### config.mk
export PLATFORM = sky130hd
export DESIGN_NAME = mmult_seq
export DESIGN_NICKNAME = d
export VERILOG_FILES = /design/src/rtl/mmult_seq.sv
export SDC_FILE = /design/constraint.sdc
export NUM_CORES = 1
export LEC_CHECK = 0
export ABC_AREA = 0
export BUFFER_PORTS_ARGS = -buffer_cell sky130_fd_sc_hd__buf_2
export CORE_ASPECT_RATIO = 0.5
export CORE_UTILIZATION = 53
export DETAILED_ROUTE_END_ITERATION = 12
export HOLD_SLACK_MARGIN = 0.03
export PLACE_DENSITY = 0.79
export SYNTH_ARGS = -nofsm -noshare
export SYNTH_HDL_FRONTEND = slang
export SYNTH_SLANG_ARGS = --single-unit
### constraint.sdc
create_clock -name clk -period 2.7 [get_ports clk]
set_clock_uncertainty 0.15 [all_clocks]
set_input_delay 0.54 -clock clk [delete_from_list [all_inputs] [get_ports clk]]
set_output_delay 0.54 -clock clk [all_outputs]
set_load 0.03 [all_outputs]
### src/rtl/mmult_seq.sv
// rtl/mmult_seq.sv - MMULT systolic sequencer: walks one matrix row/column issuing word reads
//
// Purpose: on mmult_go, walks E elements of an in-memory matrix row (stride 1)
// or column (stride E), one word read per element. Drives the source-register
// half select, the r1count load/enable pair and the accumulator strobes.
//
// Ports:
//   clk          system clock, rising edge
//   reset        asynchronous active-high reset
//   mmult_go     start pulse, honoured only in IDLE
//   mtxc_width   matrix width n (0 means 16), captured with mmult_go
//   mtxc_col     0 row-major, 1 column-major, captured with mmult_go
//   mtxa         matrix base word address, captured with mmult_go
//   mem_ack      read accepted this cycle
//   mem_req      word read request, held until acked
//   mem_addr     word address of current element (0 outside RUN)
//   reg_sel      source register index (element index >> 1)
//   halfsel      element index bit 0
//   cntld        downstream counter load strobe
//   cnten        downstream counter enable strobe
//   acc_clr      accumulator clear
//   acc_en       accumulate current product
//   mmult_busy   operation in progress
//   mmult_done   one-cycle completion pulse

module mmult_seq (
  input  logic       clk,
  input  logic       reset,
  input  logic       mmult_go,
  input  logic [3:0] mtxc_width,
  input  logic       mtxc_col,
  input  logic [9:0] mtxa,
  input  logic       mem_ack,
  output logic       mem_req,
  output logic [9:0] mem_addr,
  output logic [2:0] reg_sel,
  output logic       halfsel,
  output logic       cntld,
  output logic       cnten,
  output logic       acc_clr,
  output logic       acc_en,
  output logic       mmult_busy,
  output logic       mmult_done
);

  typedef enum logic [1:0] {
    IDLE = 2'd0,
    LOAD = 2'd1,
    RUN  = 2'd2,
    DONE = 2'd3
  } state_t;

  state_t     state;
  state_t     state_nxt;
  logic [4:0] elems;     // element count E, 1..16
  logic       col_q;
  logic [3:0] idx;       // current element index i
  logic [9:0] addr;      // current element word address A
  logic       start;
  logic       ack_fire;
  logic       last_elem;

  assign start     = (state == IDLE) && mmult_go;
  assign ack_fire  = (state == RUN) && mem_ack;
  assign last_elem = ({1'b0, idx} == (elems - 5'd1));

  always_ff @(posedge clk or posedge reset) begin
    if (reset) begin
      state <= IDLE;
      elems <= 5'd0;
      col_q <= 1'b0;
      idx   <= 4'd0;
      addr  <= 10'd0;
    end else begin
      state <= state_nxt;
      if (start) begin
        // Capture the operation parameters once; later input changes are ignored.
        elems <= (mtxc_width == 4'd0) ? 5'd16 : {1'b0, mtxc_width};
        col_q <= mtxc_col;
        idx   <= 4'd0;
        addr  <= mtxa;
      end else if (ack_fire) begin
        idx  <= idx + 4'd1;
        // 10-bit modulo address arithmetic wraps naturally.
        addr <= col_q ? (addr + {5'd0, elems}) : (addr + 10'd1);
      end
    end
  end

  always_comb begin
    state_nxt  = state;
    mem_req    = 1'b0;
    mem_addr   = 10'd0;
    reg_sel    = 3'd0;
    halfsel    = 1'b0;
    cntld      = 1'b0;
    cnten      = 1'b0;
    acc_clr    = 1'b0;
    acc_en     = 1'b0;
    mmult_busy = 1'b0;
    mmult_done = 1'b0;
    case (state)
      IDLE: begin
        if (mmult_go) state_nxt = LOAD;
      end
      LOAD: begin
        cntld      = 1'b1;
        acc_clr    = 1'b1;
        mmult_busy = 1'b1;
        state_nxt  = RUN;
      end
      RUN: begin
        mem_req    = 1'b1;
        mem_addr   = addr;
        reg_sel    = idx[3:1];
        halfsel    = idx[0];
        cnten      = mem_ack;
        acc_en     = mem_ack;
        mmult_busy = 1'b1;
        if (mem_ack && last_elem) state_nxt = DONE;
      end
      DONE: begin
        mmult_busy = 1'b1;
        mmult_done = 1'b1;
        state_nxt  = IDLE;
      end
      default: state_nxt = IDLE;
    endcase
  end

endmodule

==> reports/qor.json, run 1 <==
{
  "run_status": {
    "outcome": "finished, final reports clean"
  },
  "synth": {
    "synthesis.area_um2": 1614,
    "synth_edf_count": 0,
    "post-synth-top-area-cell": "sky130_fd_sc_hd__dfrtp_1",
    "postSynthAreaPerCell_um2": 8.451,
    "synth_top_cells_by_area": "sky130_fd_sc_hd__dfrtp_1 (34%), sky130_fd_sc_hd__ha_1 (9.3%), sky130_fd_sc_hd__and2_1 (7.8%), sky130_fd_sc_hd__nand2_1 (5.8%), sky130_fd_sc_hd__nor2_1 (3.7%)",
    "synth_sequential_area_ratio": 0.3411,
    "synth_instances": 191,
    "synth-main-ff-cell": "sky130_fd_sc_hd__dfrtp_1",
    "synthesis.nets": 223,
    "area_share_of_the_largest_cell_type_after_synthesis": 0.3411,
    "synth_seq_cells": 22,
    "postSynth.asyncResetShare": 1.000,
    "yosys.cell_types.count": 45,
    "ys_warns": 0
  },
  "clock_tree": {
    "total_number_of_clock_tree_sinks": 22,
    "clock_root_cell": "sky130_fd_sc_hd__clkbuf_8",
    "cts-htree-levels": 1,
    "tritoncts.num_buffers": 3,
    "clk_latency_ps": 270,
    "ctsLongestPathBuffers": 2,
    "clkSlewWorstSetupHoldPaths_ps": 90,
    "cts_setup_buffers": 0,
    "cts_tree": "built"
  },
  "route": {
    "routed_wirelength_um": 4021,
    "drtAntennaViolNets": 0,
    "dr_total_vias": 1516,
    "drc": 0,
    "dr.pass1.iters": 4,
    "detailedRoute.firstIterationViolations": 90,
    "via_per_inst": 5.742,
    "wire_per_inst_um": 15.23
  },
  "grt": {
    "grt_pass1_wl_um": 6216,
    "grt_pass1_vias": 1300,
    "largest_net_degree_at_the_start_of_global_routing": 23,
    "grt.total_usage": 0.2677,
    "grt-ovfl-total": 0,
    "antenna_found_initial": 0
  },
  "sta": {
    "timing_hold_violations_final": 0,
    "timing.setup.tns_ps": 0,
    "timing.final.max_slew_violations": 0,
    "timing.final.crit_share": 0.9341,
    "finalWorstPathRequiredPeriod_ps": 2522,
    "max_freq_mhz": 396.5,
    "rsz0062_at_grt": "no",
    "relSlewSlack": 0.4031,
    "worst-slew-pin-transition_ps": 894.4,
    "setup_viol": 0
  },
  "layout": {
    "post-route-util": 0.6928,
    "multiInputGateArea_um2": 958.4,
    "final.fill_count": 232,
    "antenna_cells_inserted": 0,
    "layout-area-overhead-vs-synth_pct": 17.29,
    "layout-drive-gt1-share": 0.2335,
    "final-seq-area_um2": 550.5,
    "layout.cells.most_common": "sky130_fd_sc_hd__buf_2",
    "finalNetCount": 260,
    "most_frequent_cells_in_the_layout": "sky130_fd_sc_hd__buf_2 (39), sky130_fd_sc_hd__nand2_1 (25), sky130_fd_sc_hd__dfrtp_1 (22)"
  },
  "die": {
    "floorplan.die.height_um": 41.02,
    "floorplan.die.width_um": 80.05,
    "floorplan.die_area_um2": 3283,
    "fp-row-count": 13,
    "core_area_um2": 2733,
    "boundaryPins": 40,
    "initial_standard_cell_utilization_of_the_core": 0.5907
  },
  "placement": {
    "gpl.final_weighted_congestion": 0.8264,
    "place.port_buffers": 39,
    "hpwlAfterDp_um": 2865
  },
  "pwr": {
    "pwr_density_cell_nw_per_um2": 1290,
    "static-leakage-power_nw": 0.9524,
    "irDropWorstVdd_mv": 0.7113
  },
  "worst_setup_path": {
    "worstSetupPathType": "reg2out",
    "critical_path_arrival_ps": 1830,
    "max_stage_delay_ps": 410,
    "worstPathRequired_ps": 2010,
    "setup.reg_to_reg.worst_slack_ps": 330,
    "setup.worst_path.end_class": "output pin",
    "start_kind": "register",
    "crit_path_cell_trace": "inv_1 > ha_2 > nand2_2 > inv_1 > buf_2",
    "highest_net_fanout_along_the_worst_path": 10,
    "critical_path.most_common_cell": "sky130_fd_sc_hd__inv_1",
    "slowest_stage": "sky130_fd_sc_hd__dfrtp_1"
  },
  "job": {
    "max-cap-violations": 0
  },
  "min_path": {
    "min-delay-path-class": "in2async"
  }
}
==> power by group <==
group | internal (mW) | switching (mW) | total, mW | leakage (nW)
registers | 0.478 | 0.184 | 0.661 | 0.265
clock network | 0.198 | 0.122 | 0.321 | 0.0357
logic | 0.566 | 0.894 | 1.46 | 0.652
==> worst max-delay path: cells and delay by family (launching register included) <==
kind | cells | cell delay (ps)
fa+ha+maj | 1 | 340
flops | 1 | 410
simple gates | 1 | 180
buf+inv | 3 | 620
==> cells in the mapped netlist (2+ instances only) <==
| library cell | number |
|---|---|
| sky130_fd_sc_hd__a211oi_1 | 3 |
| sky130_fd_sc_hd__a31oi_1 | 6 |
| sky130_fd_sc_hd__o2111ai_1 | 2 |
| sky130_fd_sc_hd__ha_1 | 12 |
| sky130_fd_sc_hd__a21oi_1 | 6 |
| sky130_fd_sc_hd__xnor2_1 | 5 |
| sky130_fd_sc_hd__clkbuf_1 | 4 |
| sky130_fd_sc_hd__dfrtp_1 | 22 |
| sky130_fd_sc_hd__nand2_1 | 25 |
| sky130_fd_sc_hd__nand3_1 | 3 |
| sky130_fd_sc_hd__a31o_2 | 2 |
| sky130_fd_sc_hd__o21ai_0 | 9 |
| sky130_fd_sc_hd__nand4_1 | 3 |
| sky130_fd_sc_hd__buf_4 | 3 |
| sky130_fd_sc_hd__and2_1 | 20 |
| sky130_fd_sc_hd__o31ai_1 | 2 |
| sky130_fd_sc_hd__nor2_1 | 16 |
| sky130_fd_sc_hd__o21a_1 | 2 |
| sky130_fd_sc_hd__nor3_1 | 2 |
| sky130_fd_sc_hd__xor2_1 | 4 |
| sky130_fd_sc_hd__or4_1 | 3 |
| sky130_fd_sc_hd__buf_2 | 2 |
| sky130_fd_sc_hd__inv_1 | 13 |
==> routing by layer <==
metal	track usage	up-vias	share of wire
li1	-	738	-
met1	0.3650	718	0.49
met2	0.4402	56	0.45
met3	0.06444	4	0.055
met4	0.06696	0	0.0072
met5	0	-	0
==> what timing repair did <==
item                                    CTS  global route
hold buffers                              0             0
resized for setup                         0             1
endpoints found under the setup margin    0             2
==> through the flow <==
step	cells	cell area [µm²]	setup slack, ps	hold WS, ps	total power, mW
finish	264	1893	177.8	292.3	2.442
global route	264	1893	55.08	328.1	2.626
CTS	264	1891	33.63	317.9	2.424
detailed placement	260	1819	372.2	398.2	2.083
global placement	260	1819	429.3	374.6	2.035
floorplan	191	1614	291.8	351.4	1.766
==> final timing paths <==
path | start | endpoint | depth (start not counted)
hold reg to reg | idx[3] | idx[3] | 2
hold / removal | reset | state[0] | 2
min in group clk | mtxc_col | col_q | 3
setup / recovery | state[0] | cnten | 5
setup reg to reg | elems[0] | addr[6] | 8
max in group asynchronous | reset | addr[0] | 2
==> area by class of cell <==
class / count / share of cell area
inverter: 13 / 0.02578
clock inverter: 1 / 0.01586
multi-input combinational: 146 / 0.5063
clock buffer: 3 / 0.02181
sequential: 22 / 0.2908
timing repair buffer: 42 / 0.1150
tap: 37 / 0.02445
==> state kept, by name, summed over array words and instances, names as in the netlist <==
| name | count |
|---|---|
| addr | 10 |
| elems | 5 |
| idx | 4 |
| state | 2 |
| col_q | 1 |
==> cells by family after synthesis <==
family,count (synthesis),share of synthesized area
and+or+nand+nor,82,0.2613
adders and majority gates,13,0.1054
xor gates and xnor gates,9,0.04883
buffers and inverters,23,0.06666
DFF,22,0.3411
AOI/OAI and AO/OA,42,0.1767
Power figures use the tool's default switching activity.
==> run 2: changes to the inputs <==
GPL_TIMING_DRIVEN = 0   (was not set)
REMOVE_ABC_BUFFERS = 1   (was not set)
==> run 2 against run 1 <==
  * Worst hold slack got worse by 2.8 ps
  * Total power decreased by 3.4%
  * Routed wire length decreased by 8.2%
  * Utilization decreased by 0.37 points
  * Cell area decreased by 0.53%
  * Clock power decreased by 23%
  * Register-to-register slack about the same
  * Critical path type unchanged
  * Largest power group unchanged
==> reports/qor.json, run 2 (synthesized netlist as in run 1, its figures left out) <==
{
  "run_status": {
    "outcome": "finished, final reports clean"
  },
  "layout": {
    "layout-area-overhead-vs-synth_pct": 16.67,
    "most_frequent_cells_in_the_layout": "sky130_fd_sc_hd__buf_2 (39), sky130_fd_sc_hd__nand2_1 (25), sky130_fd_sc_hd__dfrtp_1 (22)",
    "finalNetCount": 259,
    "post-route-cell-area_um2": 1883,
    "antenna_cells_inserted": 0,
    "largest_registers": "addr x10, elems x5, idx x4",
    "layout.cells.most_common": "sky130_fd_sc_hd__buf_2",
    "flip_flop_count_of_the_largest_register_all_copies_and_words_added": 10,
    "final.fill_count": 224,
    "layout-drive-gt1-share": 0.2345,
    "regMostFlops": "addr"
  },
  "grt": {
    "largest_net_degree_at_the_start_of_global_routing": 23,
    "antenna_found_initial": 0,
    "grt-ovfl-total": 0,
    "grt.total_usage": 0.2479,
    "grt_pass1_wl_um": 5823,
    "grt_pass1_vias": 1267
  },
  "sta": {
    "rsz0062_at_grt": "no",
    "timing.final.crit_share": 0.8977,
    "timing.final.max_slew_violations": 0,
    "timing_hold_violations_final": 0,
    "worst-slew-pin-transition_ps": 871.6,
    "timing.setup.tns_ps": 0,
    "max_freq_mhz": 412.6,
    "finalWorstPathRequiredPeriod_ps": 2424,
    "relSlewSlack": 0.4183,
    "setup_viol": 0
  },
  "die": {
    "boundaryPins": 40,
    "initial_standard_cell_utilization_of_the_core": 0.5907,
    "core_area_um2": 2733,
    "fp-row-count": 13,
    "floorplan.die.height_um": 41.02,
    "floorplan.die.width_um": 80.05,
    "floorplan.die_area_um2": 3283
  },
  "route": {
    "routed_wirelength_um": 3690,
    "drc": 0,
    "dr.pass1.iters": 5,
    "via_per_inst": 5.582,
    "drtAntennaViolNets": 0,
    "detailedRoute.firstIterationViolations": 79,
    "wire_per_inst_um": 14.03,
    "dr_total_vias": 1468
  },
  "worst_setup_path": {
    "worstSetupPathType": "reg2out",
    "critical_path.reg2reg.endpoint": "addr[6]",
    "highest_net_fanout_along_the_worst_path": 20,
    "slowest_stage": "sky130_fd_sc_hd__dfrtp_1",
    "reg2regPathDepth": 8,
    "max_stage_delay_ps": 410,
    "worstPathRequired_ps": 2010,
    "setup.worst_path.end_class": "output pin",
    "crit-reg2reg-launch": "elems[0]",
    "crit_path_cell_trace": "inv_1 > ha_4 > nand2_2 > clkinvlp_4 > buf_2",
    "setup.reg_to_reg.worst_slack_ps": 330,
    "start_kind": "register",
    "critical_path_arrival_ps": 1730
  },
  "clock_tree": {
    "total_number_of_clock_tree_sinks": 22,
    "clock_root_cell": "sky130_fd_sc_hd__clkbuf_8",
    "clkSlewWorstSetupHoldPaths_ps": 90,
    "tritoncts.num_buffers": 3,
    "ctsLongestPathBuffers": 2,
    "cts_tree": "built",
    "cts-htree-levels": 1,
    "hold_buffer_count_at_cts": 0,
    "clk_latency_ps": 270
  },
  "pwr": {
    "irDropWorstVdd_mv": 0.6588,
    "pwr_density_cell_nw_per_um2": 1253,
    "static-leakage-power_nw": 0.9329,
    "totalPowerFinal_mw": 2.359
  },
  "min_path": {
    "min-delay-path-class": "in2async"
  },
  "placement": {
    "hpwlAfterDp_um": 2747,
    "gpl.final_weighted_congestion": 0.7697,
    "placedInstanceArea_um2": 1797,
    "place.port_buffers": 39
  },
  "job": {
    "max-cap-violations": 0
  }
}
## run 2: cell type report
type | count | area, µm² | share of cell area
multi-input cells | 146 | 968.4 | 0.5143
flip-flops and latches | 22 | 550.5 | 0.2924
repair buffers | 41 | 210.2 | 0.1116
clock buffers | 4 | 55.05 | 0.02924
inverters | 13 | 52.55 | 0.02791
well taps | 37 | 46.29 | 0.02458
## run 2: worst max-delay path, delay by kind of cell, from the launching register on
kind / cells / cell delay (ps)
buf+inv: 3 / 530
fa+ha+maj: 1 / 310
simple gates: 1 / 210
flops: 1 / 410
## run 2: repair_timing
item / CTS / global route
endpoints found under the setup margin: 2 / 2
endpoints found under the hold margin: 0 / 0
resized for setup: 3 / 0
pin swaps: 0 / 0
buffers inserted: 0 / 2
## run 2: metal layers
layer,vias to the layer above,global-route usage,routed length (µm)
met5,-,0,0
met2,50,0.4316,1697
li1,735,-,-
met4,0,0.07589,25
met1,679,0.3211,1727
met3,4,0.05556,240
## run 2: per-stage QoR
step           worst slack [ps]  instances  hold WS (ps)  utilization
5_1_grt                   164.9        263         326.1       0.6891
3_5_place_dp             -143.0        257         406.9       0.6575
4_1_cts                   125.4        261         317.9       0.6836
6_report                  276.1        263         289.5       0.6891
3_3_place_gp             -89.63        257         390.9       0.6575
2_1_floorplan             51.44        181         351.4            -
## run 2: worst max path at each step
stage	startpoint	to	slack [ps]
2_1_floorplan	state[0]	addr[8]	50
3_3_place_gp	state[0]	cnten	-90
3_5_place_dp	state[0]	acc_en	-140
4_1_cts	state[0]	cnten	130
5_1_grt	state[0]	cnten	160
6_report	state[0]	acc_en	280
## run 2: power by group
group	internal (mW)	total (mW)	switching [mW]
Sequential	0.478	0.646	0.168
Combinational	0.566	1.47	0.902
Clock	0.130	0.246	0.115
